==> src/rtl/field_pkg.sv <==
// Shared types and width helpers for the field packer/unpacker family.
package field_pkg;

  typedef enum logic [0:0] {
    ST_IDLE = 1'b0,
    ST_EMIT = 1'b1
  } state_e;

  // Bits needed to hold a field count in the range 0..fields.
  function automatic int count_w(input int fields);
    return $clog2(fields + 1);
  endfunction

  // Bits needed to hold a field index 0..fields-1, never narrower than one bit.
  function automatic int index_w(input int fields);
    return (fields > 1) ? $clog2(fields) : 1;
  endfunction

endpackage

==> src/rtl/field_select.sv <==
// Combinational pick of one FIELD_W-wide field out of a packed word; field 0 is the low bits.
module field_select
  import field_pkg::*;
#(
  parameter int FIELD_W = 8,
  parameter int FIELDS  = 4,
  localparam int IW     = index_w(FIELDS)
) (
  input  logic [FIELDS*FIELD_W-1:0] word,
  input  logic [IW-1:0]             index,
  output logic [FIELD_W-1:0]        field
);

  // Explicit mux over legal indices so an out-of-range index reads zero.
  always_comb begin
    field = '0;
    for (int k = 0; k < FIELDS; k++) begin
      if (index == IW'(k)) begin
        field = word[k*FIELD_W +: FIELD_W];
      end
    end
  end

endmodule

==> src/rtl/field_unpack_stream.sv <==
// Streams the fields of one packed word out one per cycle, with valid/ready on both sides.
module field_unpack_stream
  import field_pkg::*;
#(
  parameter int FIELD_W   = 8,
  parameter int FIELDS    = 4,
  parameter bit LSB_FIRST = 1'b1,
  localparam int CW       = count_w(FIELDS),
  localparam int IW       = index_w(FIELDS)
) (
  input  logic                      clock,
  input  logic                      reset,
  input  logic                      in_valid,
  output logic                      in_ready,
  input  logic [FIELDS*FIELD_W-1:0] in_data,
  input  logic [CW-1:0]             in_count,
  output logic                      out_valid,
  input  logic                      out_ready,
  output logic [FIELD_W-1:0]        out_data,
  output logic [IW-1:0]             out_index,
  output logic                      out_last,
  output state_e                    dbg_state
);

  // Handshake: a transfer happens on a rising clock edge where valid && ready;
  // valid must not depend on ready, and in_ready may depend combinationally on out_ready.

  generate
    if (FIELD_W < 1) begin : g_bad_field_w
      $error("field_unpack_stream: FIELD_W must be >= 1");
    end
    if (FIELDS < 1) begin : g_bad_fields
      $error("field_unpack_stream: FIELDS must be >= 1");
    end
  endgenerate

  state_e                    state_q, state_d;
  logic [FIELDS*FIELD_W-1:0] word_q, word_d;
  logic [CW-1:0]             count_q, count_d;
  logic [IW-1:0]             pos_q, pos_d;
  logic [CW-1:0]             n_eff;
  logic [CW-1:0]             rev_idx;
  logic [IW-1:0]             sel_idx;
  logic [FIELD_W-1:0]        sel_field;
  logic                      emit;
  logic                      accept;

  field_select #(
    .FIELD_W (FIELD_W),
    .FIELDS  (FIELDS)
  ) u_select (
    .word  (word_q),
    .index (sel_idx),
    .field (sel_field)
  );

  always_ff @(posedge clock or posedge reset) begin
    if (reset) begin
      state_q <= ST_IDLE;
      word_q  <= '0;
      count_q <= '0;
      pos_q   <= '0;
    end else begin
      state_q <= state_d;
      word_q  <= word_d;
      count_q <= count_d;
      pos_q   <= pos_d;
    end
  end

  // pos_q counts emitted fields; the word index is derived from it and the order.
  always_comb begin
    state_d = state_q;
    word_d  = word_q;
    count_d = count_q;
    pos_d   = pos_q;
    accept  = in_valid && in_ready;
    n_eff   = (in_count > CW'(FIELDS)) ? CW'(FIELDS) : in_count;
    if (emit && out_ready) begin
      if (out_last) begin
        state_d = ST_IDLE;
      end else begin
        pos_d = pos_q + IW'(1);
      end
    end
    // A zero-field word is consumed without ever entering EMIT.
    if (accept && (n_eff != '0)) begin
      word_d  = in_data;
      count_d = n_eff;
      pos_d   = '0;
      state_d = ST_EMIT;
    end
  end

  always_comb begin
    emit      = (state_q == ST_EMIT);
    rev_idx   = count_q - CW'(1) - CW'(pos_q);
    sel_idx   = LSB_FIRST ? pos_q : rev_idx[IW-1:0];
    out_valid = emit;
    out_last  = emit && (CW'(pos_q) == (count_q - CW'(1)));
    out_data  = emit ? sel_field : '0;
    out_index = emit ? sel_idx : '0;
    in_ready  = !emit || (out_ready && out_last);
    dbg_state = state_q;
  end

endmodule

==> config.mk <==
export PLATFORM = sky130hd
export DESIGN_NAME = field_unpack_stream
export DESIGN_NICKNAME = d
export VERILOG_FILES = /design/src/rtl/field_pkg.sv /design/src/rtl/field_select.sv /design/src/rtl/field_unpack_stream.sv
export SDC_FILE = /design/constraint.sdc
export NUM_CORES = 1
export LEC_CHECK = 0
export ABC_CLOCK_PERIOD_IN_PS = 2550
export BUFFER_PORTS_ARGS = -buffer_cell sky130_fd_sc_hd__buf_4
export CAP_MARGIN = 20
export CORE_MARGIN = 10
export CORE_UTILIZATION = 52
export CTS_CLUSTER_DIAMETER = 50
export CTS_CLUSTER_SIZE = 12
export DETAILED_ROUTE_END_ITERATION = 10
export PLACE_DENSITY = 0.8
export SETUP_SLACK_MARGIN = 0.05
export SKIP_CTS_REPAIR_TIMING = 1
export SYNTH_ARGS = -nofsm -noshare
export SYNTH_HDL_FRONTEND = slang
export SYNTH_SLANG_ARGS = --single-unit
==> constraint.sdc <==
create_clock -name clock -period 2.55 [get_ports clock]
set_input_delay 0.51 -clock clock [delete_from_list [all_inputs] [get_ports clock]]
set_output_delay 0.51 -clock clock [all_outputs]
set_load 0.05 [all_outputs]
==> impl_results.md <==
- Initial antenna violation count: 0
- DP HPWL: roughly 3.6 mm
- Crit path launch: pos_q[0]$_DFFE_PP0P_
- Post-synth top area cell: dfrtp_1
- R2r startpoint: count_q[0]$_DFFE_PP0P_
- Seq/Total Area, Yosys: ~47%
- Share of cells above drive strength 1: between 40 and 50%
- Reg2reg setup slack: 0.40 ns
- Pre-CTS WS: 0.253 ns
- CTS root buffer: clkbuf_8
- CTS Buf Count: 5
- Final WS setup: roughly 0.13 ns
- Worst Max-Slew Pin Slew: 0.487 ns
- Synthesized cell area: 2020 um2
- Final Setup Violations: 0
- Hold Crit Class: in -> async
- Post-route cell area: ~2600 um2
- Post-Syn Nets: around 210
- Drt initial violations: 110
- Skew final: 0.00496 ns
- Top-area cell type share of the netlist area: 47.1%
- Area post-placement: roughly 2500 um2
- Slew margin rel.: about two thirds
- Max Buffers Root-to-Sink: 2
- Area Overhead vs Synth: 28.3%
- Pin count of the biggest net entering global routing: 39
- Final hold violation count: 0
- Critical register-to-register path endpoint: word_q[20]$_DFFE_PP0P_
- Clk_lat worst skew: 0.29 ns
- Initial Util: between 50% and 60%
- Final nets: 264
- FF-to-FF path depth: 7
- Critical Path Fanout Max: 8
- Hold Worst Slack: 0.322 ns
- Fin. max-slew vios: 0
- Die Wd: 82.3 um
- Ys flop type: dfrtp_1
- Status: finished clean
- EDFF count, synth: 0
- Req. time, crit path: 2.04 ns
- Maximum operating frequency: 412 MHz
- Post-route ant nets: 0
- N_diodes: 0
- Critical path arrival: 1.91 ns
- Clock transition at path regs: 0.08 ns
- Avg Cell Area, Syn: 12.2 um2
- Max_cap viols: 0
- Die span in y: 82.3 um
- DRC: 0
- Worst setup path class: reg -> out
- Clock period minus worst slack: 2.42 ns
- First-pass GRT wire length: 7.73 mm
- Unrepaired setup endpoints after global routing: false
- Tot Pwr: 1.30 mW
- Most frequent cells in the layout: buf_4 (56), dfrtp_1 (36), mux2_4 (30), nand2_1 (18)
- Wirelength per Cell: between 15 and 20 um
- Worst setup path end: out_data[6]
- Setup crit start kind: register
- Nature of the critical path endpoint: output pin
- Ys async rst share: 100%
- Yosys cell types: 26
- # port buffers: 52
- Leakage: 1.24 nW
- H-tree Lvls: 2
- All-Layer GR Usage: 14.8%
- Die footprint: between 6000 and 7000 um2
- Commonest non-fill, non-tap cell in the layout: buf_4
- Row cnt: 22
- Synth top area cells: dfrtp_1 (47%), mux2_4 (22%), mux2i_1 (4.5%)
- I/O Pins: 53
- Routed via count: 1414
- Synth Register Bits: 38
- Syn. warnings: 0
- Core area: 3720 um2
- PD cells: 500 nW/um2
- Routability cong.: slightly below 0.8
- Worst IR Drop VDD: 0.290 mV
- First-pass DRT Iterations: 4
- Sum of negative setup slack: 0 ns
- Gr ovfl total: 0
- Mapped Cells: 165
- CTS tree: done
- Number of global-route vias before repair: between 1500 and 2000
- DR vias/cell: 5.26
- CTS sink cnt: 38
- Final worst-path cycle share: 95.1%
- Routed WL: 4.75 mm
-- registers in the layout, summed over array words and instances (netlist names) --
signal	cells
dbg_state	1
pos_q	2
word_q	32
count_q	3
-- critical path, stage by stage, from the launching register on --
cell	delay (ns)
dfrtp_2	0.47
inv_2	0.14
ha_4	0.20
nand2_1	0.06
o21ai_0	0.18
mux2i_1	0.12
o21ai_1	0.22
buf_4	0.24
-- synth_stat cells (2+ instances only) --
cell       number
ha_1            5
nand3_1         9
mux2i_1         9
mux2_2          2
nor2_1          4
buf_6           3
dfrtp_1        38
inv_1           8
a31oi_1         2
nand2_1        18
mux2_4         30
clkbuf_1        5
o2bb2ai_1       2
a22o_1          2
xor2_1          2
o21ai_0        16
-- power by group --
part           internal (mW)  total [mW]  switching (mW)
Combinational          0.105       0.238           0.133
Sequential             0.610       0.626          0.0161
Clock                  0.218       0.432           0.213
-- worst min-delay path by stage --
stage,cells past startpoint,endpoint,from
5_1_grt,3,word_q[10]$_DFFE_PP0P_,reset
6_report,3,word_q[11]$_DFFE_PP0P_,reset
3_5_place_dp,1,word_q[3]$_DFFE_PP0P_,word_q[3]$_DFFE_PP0P_
3_3_place_gp,1,word_q[15]$_DFFE_PP0P_,word_q[15]$_DFFE_PP0P_
4_1_cts,3,word_q[14]$_DFFE_PP0P_,reset
2_1_floorplan,1,count_q[1]$_DFFE_PP0P_,count_q[1]$_DFFE_PP0P_
-- cell families (layout without fill, tap and decap cells) --
family	after synthesis	in the layout	share of synthesized area, %
adder cells (fa/ha/maj)	5	5	3.10
flip-flops	38	38	47.1
multiplexers	41	41	27.9
AO/OA/AOI/OAI	27	27	8.67
XOR/XNOR	3	3	1.30
AND/OR/NAND/NOR	34	34	7.55
buffers and inverters	17	73	4.46
-- per-stage QoR --
step	std cells	utilization (%)
3_5_place_dp	261	66.2
4_1_cts	269	68.7
2_1_floorplan	165	-
5_1_grt	269	69.8
3_3_place_gp	261	66.2
6_report	269	69.8
-- final cells by class --
type	instances	area [um2]
clock inverter	1	5.00
clock buffer	7	86.3
timing repair buffer	57	440
inverter	8	30.0
fill	279	1120
sequential	38	953
multi-input combinational	110	1020
tap	48	60.1
-- layer usage --
layer	GRT usage, %	up-vias	wire [um]
met3	4.75	7	352
li1	-	681	-
met4	4.59	0	56
met5	0	-	0
met2	23.4	48	2250
met1	18.9	678	2090
Power figures use the tool's default switching activity.
